$ cat config.mk
export PLATFORM = sky130hd
export DESIGN_NAME = vec_issue_queue_flat
export DESIGN_NICKNAME = d
export VERILOG_FILES = /design/src/rtl/vec_issue_pkg.sv /design/src/rtl/vec_issue_queue_if.sv /design/src/rtl/vec_issue_fifo.sv /design/src/rtl/vec_issue_queue.sv /design/src/flat_wrapper.sv
export SDC_FILE = /design/constraint.sdc
export NUM_CORES = 1
export LEC_CHECK = 0
export ABC_CLOCK_PERIOD_IN_PS = 5220
export CORE_UTILIZATION = 50
export DETAILED_ROUTE_END_ITERATION = 16
export MAX_ROUTING_LAYER = met4
export PLACE_DENSITY = 0.77
export SKIP_CTS_REPAIR_TIMING = 1
export SLEW_MARGIN = 40
export SYNTH_ARGS = -nofsm -noshare
export SYNTH_HDL_FRONTEND = slang
export SYNTH_SLANG_ARGS = --single-unit
$ cat constraint.sdc
create_clock -name clk -period 5.22 [get_ports clk]
set_input_delay 1.044 -clock clk [delete_from_list [all_inputs] [get_ports clk]]
set_output_delay 1.044 -clock clk [all_outputs]
set_load 0.01 [all_outputs]
$ cat src/rtl/vec_issue_pkg.sv
// Shared types and opcode constants for the scalar-side vector issue queue.
// The entry width is fixed here by XLEN.
package vec_issue_pkg;

   localparam int XLEN = 32;

   localparam logic [6:0] V_ARITH = 7'h57;
   localparam logic [6:0] V_LOAD  = 7'h07;
   localparam logic [6:0] V_STORE = 7'h27;
   localparam logic [2:0] CONF    = 3'b111;

   typedef struct packed {
      logic [XLEN-1:0] inst;
      logic [XLEN-1:0] rs1_data;
      logic [XLEN-1:0] rs2_data;
   } vec_issue_entry_t;

   typedef enum logic {
      ISSUE    = 1'b0,
      CFG_WAIT = 1'b1
   } issue_state_e;

   function automatic logic is_vec_op(input logic [XLEN-1:0] inst);
      return (inst[6:0] == V_ARITH) || (inst[6:0] == V_LOAD) || (inst[6:0] == V_STORE);
   endfunction

   function automatic logic is_cfg_op(input logic [XLEN-1:0] inst);
      return (inst[6:0] == V_ARITH) && (inst[14:12] == CONF);
   endfunction

endpackage

$ cat src/rtl/vec_issue_queue_if.sv
// Scalar-side and vector-side handshake bundle of the issue queue.
// The master modport is the environment; the slave modport is the queue itself.
interface vec_issue_queue_if
   import vec_issue_pkg::*;
#(
   parameter int DEPTH = 4
);
   localparam int CW = $clog2(DEPTH) + 1;

   logic            s_valid;
   logic [XLEN-1:0] s_inst;
   logic [XLEN-1:0] s_rs1_data;
   logic [XLEN-1:0] s_rs2_data;
   logic            s_is_vec;
   logic            s_ready;
   logic            flush;
   logic            v_valid;
   logic [XLEN-1:0] v_inst;
   logic [XLEN-1:0] v_rs1_data;
   logic [XLEN-1:0] v_rs2_data;
   logic            v_is_vec;
   logic            v_ready;
   logic            cfg_done;
   logic [CW-1:0]   count;
   logic            cfg_pending;

   modport master (
      output s_valid, s_inst, s_rs1_data, s_rs2_data, flush, v_ready, cfg_done,
      input  s_is_vec, s_ready, v_valid, v_inst, v_rs1_data, v_rs2_data, v_is_vec,
             count, cfg_pending
   );

   modport slave (
      input  s_valid, s_inst, s_rs1_data, s_rs2_data, flush, v_ready, cfg_done,
      output s_is_vec, s_ready, v_valid, v_inst, v_rs1_data, v_rs2_data, v_is_vec,
             count, cfg_pending
   );

endinterface

$ cat src/rtl/vec_issue_fifo.sv
// In-order entry FIFO; head read combinationally from storage, writes land next cycle.
// Caller must not push when full or pop when empty; flush clears pointers and count.
module vec_issue_fifo
   import vec_issue_pkg::*;
#(
   parameter int DEPTH = 4
)(
   input  logic                       clk,
   input  logic                       n_rst,
   input  logic                       push,
   input  vec_issue_entry_t           wr_dat,
   input  logic                       pop,
   input  logic                       flush,
   output vec_issue_entry_t           rd_dat,
   output logic [$clog2(DEPTH):0]     count,
   output logic                       full,
   output logic                       empty
);
   localparam int AW = $clog2(DEPTH);
   localparam int CW = AW + 1;

   vec_issue_entry_t mem [DEPTH];
   logic [AW-1:0]    wr_ptr;
   logic [AW-1:0]    rd_ptr;

   // Storage is reset so the head reads zero straight out of reset.
   always_ff @(posedge clk or negedge n_rst) begin
      if (!n_rst) begin
         for (int i = 0; i < DEPTH; i++) begin
            mem[i] <= '0;
         end
      end else if (push && !flush) begin
         mem[wr_ptr] <= wr_dat;
      end
   end

   always_ff @(posedge clk or negedge n_rst) begin
      if (!n_rst) begin
         wr_ptr <= '0;
         rd_ptr <= '0;
         count  <= '0;
      end else if (flush) begin
         wr_ptr <= '0;
         rd_ptr <= '0;
         count  <= '0;
      end else begin
         if (push) begin
            wr_ptr <= wr_ptr + AW'(1);
         end
         if (pop) begin
            rd_ptr <= rd_ptr + AW'(1);
         end
         if (push && !pop) begin
            count <= count + CW'(1);
         end else if (pop && !push) begin
            count <= count - CW'(1);
         end
      end
   end

   assign rd_dat = mem[rd_ptr];
   assign full   = (count == CW'(DEPTH));
   assign empty  = (count == '0);

endmodule

$ cat src/rtl/vec_issue_queue.sv
// Vector issue queue: classify, buffer in order, hold younger issue behind vset* until cfg_done.
// Latency 1 cycle (0 with VEC_ISSUE_BYPASS_EN on an empty queue); s_ready drops when full or flushing.
module vec_issue_queue
   import vec_issue_pkg::*;
#(
   parameter int DEPTH = 4
)(
   input  logic                    clk,
   input  logic                    n_rst,
   vec_issue_queue_if.slave        issue
);
   localparam int CW = $clog2(DEPTH) + 1;

   issue_state_e     state;
   issue_state_e     state_nxt;
   logic             issue_en;
   logic             pending;

   vec_issue_entry_t s_ent;
   vec_issue_entry_t fifo_head;
   vec_issue_entry_t head;
   logic             fifo_full;
   logic             fifo_empty;
   logic             fifo_push;
   logic             fifo_pop;
   logic [CW-1:0]    fifo_count;
   logic             push_req;
   logic             fire;
   logic             byp;

   assign s_ent = '{inst: issue.s_inst, rs1_data: issue.s_rs1_data, rs2_data: issue.s_rs2_data};

   assign issue.s_is_vec = is_vec_op(issue.s_inst);
   assign issue.s_ready  = !fifo_full && !issue.flush;
   assign push_req       = issue.s_valid && issue.s_is_vec && issue.s_ready;

`ifdef VEC_ISSUE_BYPASS_EN
   assign byp = fifo_empty && issue_en && !issue.flush && issue.s_valid && issue.s_is_vec;
`else
   assign byp = 1'b0;
`endif

   assign head = byp ? s_ent : fifo_head;
   assign fire = issue.v_valid && issue.v_ready && !issue.flush;

   // A bypassed entry that is accepted immediately never touches storage.
   assign fifo_push = push_req && !(byp && issue.v_ready);
   assign fifo_pop  = fire && !byp;

   vec_issue_fifo #(
      .DEPTH (DEPTH)
   ) u_fifo (
      .clk    (clk),
      .n_rst  (n_rst),
      .push   (fifo_push),
      .wr_dat (s_ent),
      .pop    (fifo_pop),
      .flush  (issue.flush),
      .rd_dat (fifo_head),
      .count  (fifo_count),
      .full   (fifo_full),
      .empty  (fifo_empty)
   );

   always_ff @(posedge clk or negedge n_rst) begin
      if (!n_rst) begin
         state <= ISSUE;
      end else begin
         state <= state_nxt;
      end
   end

   // cfg_done outside CFG_WAIT is stale and simply dropped.
   always_comb begin
      state_nxt = state;
      if (issue.flush) begin
         state_nxt = ISSUE;
      end else begin
         case (state)
            ISSUE:    if (fire && is_cfg_op(head.inst)) state_nxt = CFG_WAIT;
            CFG_WAIT: if (issue.cfg_done)                state_nxt = ISSUE;
            default:  state_nxt = ISSUE;
         endcase
      end
   end

   always_comb begin
      issue_en = 1'b0;
      pending  = 1'b0;
      case (state)
         ISSUE:    issue_en = 1'b1;
         CFG_WAIT: pending  = 1'b1;
         default:  issue_en = 1'b0;
      endcase
   end

   assign issue.v_valid     = (issue_en && !fifo_empty) || byp;
   assign issue.v_is_vec    = issue.v_valid;
   assign issue.v_inst      = head.inst;
   assign issue.v_rs1_data  = head.rs1_data;
   assign issue.v_rs2_data  = head.rs2_data;
   assign issue.count       = fifo_count;
   assign issue.cfg_pending = pending;

endmodule

$ cat src/flat_wrapper.sv
// flat-port wrapper written by rule: the top's interface ports become plain ports
module vec_issue_queue_flat import vec_issue_pkg::*;
#(
   parameter int DEPTH = 4
)
  (clk, n_rst, issue_s_valid, issue_s_inst, issue_s_rs1_data, issue_s_rs2_data, issue_flush, issue_v_ready, issue_cfg_done, issue_s_is_vec, issue_s_ready, issue_v_valid, issue_v_inst, issue_v_rs1_data, issue_v_rs2_data, issue_v_is_vec, issue_count, issue_cfg_pending);
  vec_issue_queue_if #(.DEPTH(DEPTH)) issue_i ();
  input  logic clk;
  input  logic n_rst;
  input wire logic [$bits(issue_i.s_valid)-1:0] issue_s_valid;
  input wire logic [$bits(issue_i.s_inst)-1:0] issue_s_inst;
  input wire logic [$bits(issue_i.s_rs1_data)-1:0] issue_s_rs1_data;
  input wire logic [$bits(issue_i.s_rs2_data)-1:0] issue_s_rs2_data;
  input wire logic [$bits(issue_i.flush)-1:0] issue_flush;
  input wire logic [$bits(issue_i.v_ready)-1:0] issue_v_ready;
  input wire logic [$bits(issue_i.cfg_done)-1:0] issue_cfg_done;
  output wire logic [$bits(issue_i.s_is_vec)-1:0] issue_s_is_vec;
  output wire logic [$bits(issue_i.s_ready)-1:0] issue_s_ready;
  output wire logic [$bits(issue_i.v_valid)-1:0] issue_v_valid;
  output wire logic [$bits(issue_i.v_inst)-1:0] issue_v_inst;
  output wire logic [$bits(issue_i.v_rs1_data)-1:0] issue_v_rs1_data;
  output wire logic [$bits(issue_i.v_rs2_data)-1:0] issue_v_rs2_data;
  output wire logic [$bits(issue_i.v_is_vec)-1:0] issue_v_is_vec;
  output wire logic [$bits(issue_i.count)-1:0] issue_count;
  output wire logic [$bits(issue_i.cfg_pending)-1:0] issue_cfg_pending;
  assign issue_i.s_valid = issue_s_valid;
  assign issue_i.s_inst = issue_s_inst;
  assign issue_i.s_rs1_data = issue_s_rs1_data;
  assign issue_i.s_rs2_data = issue_s_rs2_data;
  assign issue_i.flush = issue_flush;
  assign issue_i.v_ready = issue_v_ready;
  assign issue_i.cfg_done = issue_cfg_done;
  assign issue_s_is_vec = issue_i.s_is_vec;
  assign issue_s_ready = issue_i.s_ready;
  assign issue_v_valid = issue_i.v_valid;
  assign issue_v_inst = issue_i.v_inst;
  assign issue_v_rs1_data = issue_i.v_rs1_data;
  assign issue_v_rs2_data = issue_i.v_rs2_data;
  assign issue_v_is_vec = issue_i.v_is_vec;
  assign issue_count = issue_i.count;
  assign issue_cfg_pending = issue_i.cfg_pending;
  vec_issue_queue #(.DEPTH(DEPTH)) u_core (.clk(clk), .n_rst(n_rst), .issue(issue_i));
endmodule
# Word level (Yosys, flattened, before mapping)
# Cells that the tools add are included.
# Widths: inputs -> output; s select.
# word_totals
ff_bits	392
word_cells	74
out_inout_bits	104
inputBits	102
# classes
mux	19
addsub	4
n_eq_ne	6
bitwise	3
reduce_logical	23
magnitude_cmp	3
# ops
op	count
$bwmux 384	1
$mux 96	3
$bmux 96 s2	1
$demux 96 s2	1
$eq 7x7->1 const B	2
$logic_and 1x1->1	12
$mux 3	3
$mux 2	4
$eq 7x3->1 const B	1
$eq 7x6->1 const B	1
$eq 3x3->1 const B	2
$ge 3x3->1 const B	2
$not 2->3	2
$logic_not 1->1	5
$mux 1	5
$add 2x1->2 const B	2
$reduce_bool 2->1	2
$add 3x1->3 const B	1
$logic_not 3->1	1
$lt 3x1->1 const B	1
$reduce_bool 3->1	1
$sub 3x1->3 const B	1
$logic_or 1x1->1	2
$pmux 1 s2	1
$not 1->1	1

# Longest topological paths before layout
# Gate-level depths: netlist of the first run.
# depth
ltp_word	10
ltp_mapped	8

# By module
# From an unflattened synthesis of the first run, not the netlist that was laid out.
# unflattened
hier_cells	988
area_unflattened_um2	17757.0
# by_module_without_submodules
module	instances	seq_area_each_um2	cells_per_inst	area_per_inst_um2
vec_issue_fifo	1	9784.4	972	17606.9
vec_issue_queue	1	25.0	16	150.1

# Worst setup path before layout of the first run
# Ideal clock, no wire load.
# synth_path
path_kind	register -> output
from	reg u_core.u_fifo.rd_ptr[0]
to	out issue_v_rs2_data[13]
arrival_time_ns	1.863
required_time_ns	4.176
setup_slack_ns	2.313
path_stages_with_launch	6
path_cell_list	dfrtp_1 buf_2 buf_2 buf_4 buf_2 mux4_2
# synth_between
elab_chain_cells	4
# synth_lines
element	line_no	rtl
start: declaration	vec_issue_fifo.sv:24	logic [AW-1:0] rd_ptr;
start signal: assignment	vec_issue_fifo.sv:51	rd_ptr <= rd_ptr + AW'(1);
$not 2->3 (not written as such)	vec_issue_fifo.sv:61	assign rd_dat = mem[rd_ptr];
$bmux 96 s2	vec_issue_fifo.sv:61	
$mux 96 (not written as such) (2 in series)	vec_issue_fifo.sv:61	
end: declaration	flat_wrapper.sv:22	output wire logic [$bits(issue_i.v_rs2_data)-1:0] issue_v_rs2_data;
# Every way passes these cells. The select of a mux whose other input is x is not followed.

# Final worst setup path of the first run
# layout_path
from	reg u_core.u_fifo.rd_ptr[0]
to	out issue_v_inst[1]
# layout_between
elab_chain_cells	4
# layout_lines
element	line_no	rtl
$not 2->3 (not written as such)	vec_issue_fifo.sv:61	
$bmux 96 s2	vec_issue_fifo.sv:61	
$mux 96 (not written as such) (2 in series)	vec_issue_fifo.sv:61	
end: declaration	flat_wrapper.sv:20	output wire logic [$bits(issue_i.v_inst)-1:0] issue_v_inst;
# Every way passes these cells. The select of a mux whose other input is x is not followed.

==> metrics.txt, run 1 <==
minimum clock period around 4 ns; FF+latch count, synth 392; Initial DRC Count 412; Synth-to-Final Area Change 21.96%; headroom to the max-slew limit 44.44%; crit-path max FO 32; Hold Violations, Final 0; period utilization 78.32%; worst slew pin tran 0.8335 ns; CTS H-tree depth 2; GR Overflow Total 0; Final nets 1,298; pre-CTS setup slack approximately 1.0 ns; largest net degree at the start of global routing 116; Yosys cell types 35; final setup vio count 0; switching power 1.936 mW; r2r endpoint u_core.u_fifo.mem[8]; Setup crit start kind flip-flop; Starting Density between 50% and 60%; Max-Cap Viols 0; CTS Sinks 392; Max Root-Sink Buffers 3; CORE AREA 34,540 um^2; CP endpoint kind primary output; Worst Path Required 4.18 ns; internal power 5.731 mW; flop2flop setup slack 2.31 ns; root buffer cell clkbuf_16; post-DP HPWL 22,370 um; first-pass GRT wire length 59,600 um; Clock power frac a little under two fifths; CP startpoint u_core.u_fifo.rd_ptr[0]; vias in the first global route just over 10,000; worst r2r path cells 7; Cell Area, Synth 17,550 um^2; CTS tree yes; final core occ 61.96%; YS warnings 0; Residual DRC 0; ANT nets after route 0; syn_nets 1,095; I/O pins 206; register area share after synthesis 55.90%; Buf+Inv Stages, Crit Path 2; Routed WL between 30,000 and 40,000 um; drt pass-1 iters 4; cell count after synthesis 988; Comb pwr share 18.6%; Power Density 358.3 nW/um^2; drt via density 5.611; average cell area after synthesis 17.76 um^2; Routed WL per cell 22.12 um; Critical R2R Launch u_core.u_fifo.count[1]; Crit path depth 3; initial antenna violation count 3; Sw Share 25.25%; total track usage 22.18%; Pleak 10.50 nW; post-route worst setup slack 1.131 ns; Final Max Slew Viols 0; total negative slack 0 ns; crit path kind flip-flop to primary output; HP Class input port to asynchronous set/reset pin; clock skew 0.01841 ns; status complete, no violations; family with the most delay on the worst path buffers and inverters; layout cell share with drive strength beyond 1 a little under half; via count 9,444; Max stage delay cell, worst path dfrtp_4; Filler cells between 2,000 and 2,500; Max Fclk 0.2446 GHz; worst skew pair latency 0.55 ns; slowest stage delay, CP 0.88 ns; Die H 189.3 um; DIE AREA 35,850 um^2; maximum vdd drop 261.5 uV; chip width approximately 190 um; Site Rows 68; gpl congestion around 0.73; worst path arrival time 3.04 ns; Worst-path clk slew around 0.060 ns; Seq pwr share 43.1%; crit path cell chain buf_4 > mux4_2 > clkdlybuf4s50_1; CTS Buf Count 43; RSZ-0062 raised after global routing no; Power Total 7.668 mW; Buffers on Ports 205
cells by family after synthesis:
group | count (synthesis) | synth area share, %
adders and majority gates | 5 | 0.3993
AOI/OAI and AO/OA | 5 | 0.2068
DFF | 392 | 55.90
and+or+nand+nor | 46 | 1.526
buffers and inverters | 69 | 2.645
muxes | 468 | 39.18
xor gates and xnor gates | 3 | 0.1497
metrics by stage:
step | cells | hold WS [ns] | cell area, um^2
global route | 1683 | 0.4386 | 21400
finish | 1683 | 0.4170 | 21400
detailed placement | 1600 | 0.4484 | 19980
global placement | 1599 | 0.4439 | 19950
floorplan | 988 | 0.4287 | 17550
CTS | 1679 | 0.4183 | 21370
cell type report:
| class | instances | area, um^2 | share of cell area (%) |
|---|---|---|---|
| Timing Repair Buffer | 223 | 2300 | 10.74 |
| Tap cell | 455 | 569.3 | 2.660 |
| Inverter | 4 | 15.01 | 0.07015 |
| Clock buffer | 68 | 1333 | 6.226 |
| Antenna cell | 3 | 7.507 | 0.03508 |
| Clock inverter | 11 | 61.31 | 0.2864 |
| Sequential cell | 392 | 9817 | 45.87 |
| Multi-Input combinational cell | 527 | 7301 | 34.11 |
worst register-to-register path, delay by kind of cell, from the launching register on:
kind	cells	cell delay [ns]
AND/OR/NAND/NOR	2	0.57
AO/OA/AOI/OAI	1	0.12
buffers and inverters	3	1.29
flip-flops	1	0.40
multiplexers	1	0.42
synth_stat cells:
| cell | instances | area share, % |
|---|---|---|
| nor3b_1 | 1 | 0.043 |
| nor2b_1 | 1 | 0.036 |
| xnor2_1 | 2 | 0.10 |
| o31ai_1 | 1 | 0.043 |
| and2_1 | 5 | 0.18 |
| buf_2 | 35 | 1.0 |
| nand2_2 | 4 | 0.14 |
| a21oi_2 | 1 | 0.050 |
| mux2i_1 | 1 | 0.057 |
| buf_4 | 3 | 0.13 |
| or2_1 | 1 | 0.036 |
| or3_1 | 1 | 0.036 |
| mux2_4 | 140 | 12 |
| and3_1 | 1 | 0.036 |
| buf_6 | 20 | 1.3 |
| buf_1 | 2 | 0.043 |
| nand3_1 | 1 | 0.028 |
| nand3b_1 | 1 | 0.043 |
| dfrtp_1 | 392 | 56 |
| nand2_1 | 2 | 0.043 |
| fa_1 | 1 | 0.11 |
| mux4_2 | 96 | 12 |
| nor3_1 | 1 | 0.028 |
| nor2_1 | 10 | 0.21 |
| xor2_1 | 1 | 0.050 |
| nand2b_1 | 13 | 0.46 |
| a31oi_1 | 1 | 0.036 |
| mux2_1 | 4 | 0.26 |
| clkbuf_1 | 5 | 0.11 |
| o21ai_0 | 1 | 0.028 |
| nand4b_1 | 4 | 0.20 |
| o32ai_1 | 1 | 0.050 |
| ha_1 | 4 | 0.29 |
| inv_1 | 4 | 0.086 |
| mux2_2 | 227 | 15 |
cells in the final DEF, fill, tap and decap left out, drive strengths merged:
master,synthesis,final
or3,1,1
nand4b,4,4
buf,60,19
nand3,1,1
nand3b,1,1
dfrtp,392,392
nor2,10,10
xnor2,2,2
a31oi,1,1
clkinvlp,0,1
and2,5,5
nand2,6,6
xor2,1,1
a21oi,1,1
nor3b,1,1
mux2i,1,1
ha,4,4
diode,0,3
o21ai,1,1
mux2,371,371
nor2b,1,1
mux4,96,96
clkbuf,5,68
clkinv,0,10
nand2b,13,13
and3,1,1
o32ai,1,1
o31ai,1,1
nor3,1,1
inv,4,4
fa,1,1
or2,1,1
clkdlybuf4s50,0,204
routing by layer:
| metal | track usage (%) | vias up | share of wire, % |
|---|---|---|---|
| met5 | - | - | 0 |
| met4 | 6.824 | 0 | 2.0 |
| met3 | 4.782 | 53 | 5.9 |
| met2 | 33.26 | 213 | 47 |
| met1 | 30.43 | 5091 | 45 |
| li1 | - | 4087 | - |
sequential cells by signal, indices dropped and copies added, names as in the netlist:
signal and count:
u_core.u_fifo.mem 384, u_core.u_fifo.rd_ptr 2, u_core.u_fifo.count 3, u_core.state 1, u_core.u_fifo.wr_ptr 2
worst max-delay path by stage:
stage and end:
2_1_floorplan issue_v_rs2_data[13], 3_3_place_gp u_core.u_fifo.mem[5], 3_5_place_dp u_core.u_fifo.mem[7], 4_1_cts issue_v_inst[1], 5_1_grt issue_v_rs1_data[1], 6_report issue_v_inst[1]
power by group through the flow:
| stage | Sequential (mW) | Clock, mW | Combinational, mW |
|---|---|---|---|
| after global placement | 3.37 | 0 | 1.41 |
| after CTS | 3.32 | 3.02 | 1.43 |
| after global routing | 3.33 | 3.14 | 1.53 |
| after detailed placement | 3.37 | 0 | 1.43 |
| after floorplan | 3.26 | 0 | 0.856 |
| final | 3.30 | 2.94 | 1.42 |
Power figures use the tool's default switching activity.
==> inputs of run 2 (changes only) <==
--- a/config.mk
+++ b/config.mk
@@ -5,7 +5,7 @@
 export SDC_FILE = /design/constraint.sdc
 export NUM_CORES = 1
 export LEC_CHECK = 0
-export ABC_CLOCK_PERIOD_IN_PS = 5220
+export ABC_CLOCK_PERIOD_IN_PS = 4140
 export CORE_UTILIZATION = 50
 export DETAILED_ROUTE_END_ITERATION = 16
 export MAX_ROUTING_LAYER = met4
==> constraint.sdc (replaced) <==
create_clock -name clk -period 4.14 [get_ports clk]
set_input_delay 0.828 -clock clk [delete_from_list [all_inputs] [get_ports clk]]
set_output_delay 0.828 -clock clk [all_outputs]
set_load 0.01 [all_outputs]
==> metrics.txt, run 2 (synthesized netlist as in run 1, its figures left out) <==
period utilization 86.94%; maximum vdd drop 320.3 uV (+22%); met3 usage 5.134% (+0.35 points); first-pass GRT wire length 59,970 um (+0.64%); post-DP HPWL 23,220 um (+3.8%); CTS tree yes; Die H 189.3 um (unchanged); largest net degree at the start of global routing 92 (-21%); most frequent cells in the layout 390 x dfrtp_1, 227 x mux2_2, 204 x clkdlybuf4s50_1; total track usage 22.19% (about the same); I/O pins 206 (unchanged); crit path kind flip-flop to primary output; Buffers on Ports 205 (unchanged); Hold Violations, Final 0 (unchanged); HP Class input port to asynchronous set/reset pin; Routed WL 37,080 um (-0.40%); root buffer cell clkbuf_16; GR Util met2 34.30% (+1.0 points); worst slew pin tran 0.7420 ns (-0.09144 ns); max reg flops 384 (unchanged); layout cell share with drive strength beyond 1 45.54% (about the same); Max Root-Sink Buffers 3 (unchanged); Initial DRC Count 404 (-1.9%); gpl congestion 0.7631 (+4.6%); Synth-to-Final Area Change 22.52%; worst r2r path cells 8 (+1); Critical R2R Launch u_core.u_fifo.count[0]; r2r endpoint u_core.u_fifo.mem[190]; Max Fclk 0.2778 GHz; via count 9,393 (-0.54%); Pleak 10.55 nW (+0.52%); chip width 189.3 um (unchanged); clock skew 0.01736 ns (-0.001050 ns); Starting Density 50.80% (unchanged); drt via density 5.558 (-0.95%); Setup crit start kind flip-flop; vias in the first global route 10,500 (+1.4%); worst path arrival time 2.77 ns (-0.27 ns); Site Rows 68 (unchanged); initial antenna violation count 0 (-3); grt met1 use 29.91% (-0.52 points); worst skew pair latency 0.54 ns (about the same); CTS H-tree depth 2 (unchanged); Largest regs u_core.u_fifo.mem: 384 flops, u_core.u_fifo.count: 3 flops; CTS Sinks 392 (unchanged); RSZ-0062 raised after global routing no; Final Max Slew Viols 0 (unchanged); headroom to the max-slew limit 50.53% (+6.1 points); Max-Cap Viols 0 (unchanged); final core occ 62.25% (+0.29 points); drt pass-1 iters 5 (+1); commonest non-fill, non-tap cell in the layout dfrtp_1; crit-path max FO 29 (-9.4%); Top reg by flops u_core.u_fifo.mem; Worst Path Required 3.31 ns (-0.87 ns); Final nets 1,308 (+0.77%); CTS Buf Count 42 (-2.3%); GR Overflow Total 0 (unchanged); DIE AREA 35,850 um^2 (unchanged); minimum clock period 3.599 ns; Power Density 450.5 nW/um^2 (+26%); ANT nets after route 0 (unchanged); Routed WL per cell 21.94 um (-0.81%); total negative slack 0 ns (unchanged); GR peak layer met2; CP endpoint kind primary output; CORE AREA 34,540 um^2 (unchanged); flop2flop setup slack 1.58 ns (-0.73 ns); status complete, no violations; Residual DRC 0 (unchanged); Worst-path clk slew 0.06 ns (about the same); post-route cell area 21,500 um^2 (+0.46%); cell area after placement 20,130 um^2 (+0.79%); final setup vio count 0 (unchanged)
==> run 2: worst max-delay path by stage <==
| stage | startpoint | endpoint | slack [ns] | depth (start not counted) |
|---|---|---|---|---|
| floorplan | u_core.u_fifo.rd_ptr[0] | issue_v_rs2_data[13] | 1.45 | 5 |
| global placement | issue_s_inst[6] | u_core.u_fifo.mem[190] | 0.60 | 9 |
| detailed placement | issue_s_inst[6] | u_core.u_fifo.mem[190] | 0.56 | 9 |
| finish | u_core.u_fifo.rd_ptr[0] | issue_v_inst[2] | 0.54 | 3 |
| global route | u_core.u_fifo.rd_ptr[0] | issue_v_inst[13] | 0.41 | 3 |
| CTS | u_core.u_fifo.rd_ptr[0] | issue_v_inst[13] | 0.47 | 3 |
==> run 2: stage by stage <==
stage | hold slack, ns | setup slack (ns) | cells | power [mW]
2_1_floorplan | 0.4287 | 1.449 | 988 | 5.189
3_3_place_gp | 0.4440 | 0.6048 | 1612 | 6.059
3_5_place_dp | 0.4474 | 0.5599 | 1612 | 6.076
4_1_cts | 0.3360 | 0.4673 | 1689 | 9.818
5_1_grt | 0.3547 | 0.4124 | 1689 | 10.11
6_report | 0.3096 | 0.5406 | 1690 | 9.687
==> run 2: final cells by class <==
class | instances | area [um^2]
Tap cell | 455 | 569.3
Sequential cell | 392 | 9817
Clock inverter | 13 | 150.1
Multi-Input combinational cell | 527 | 7296
Inverter | 4 | 15.01
Fill cell | 2527 | 13040
Timing Repair Buffer | 234 | 2437
Clock buffer | 64 | 1215
Antenna cell | 1 | 2.502
==> run 2: power breakdown <==
| part | switching, mW | total (mW) | internal (mW) |
|---|---|---|---|
| sequential | 0.160 | 4.15 | 3.99 |
| combinational | 0.775 | 1.84 | 1.06 |
| clock | 1.49 | 3.71 | 2.21 |
| total | 2.43 | 9.69 | 7.26 |
==> run 2: worst max-delay path: stages (launching register included) <==
cell and delay, ns:
dfrtp_4 0.74, buf_12 0.33, mux4_2 0.58, clkdlybuf4s50_1 0.58
==> run 2: routing by layer <==
metal | part of all wire (%) | wire [um]
met5 | 0 | 0
met3 | 6.2 | 2306
met4 | 1.4 | 537
met1 | 44 | 16250
met2 | 49 | 17990
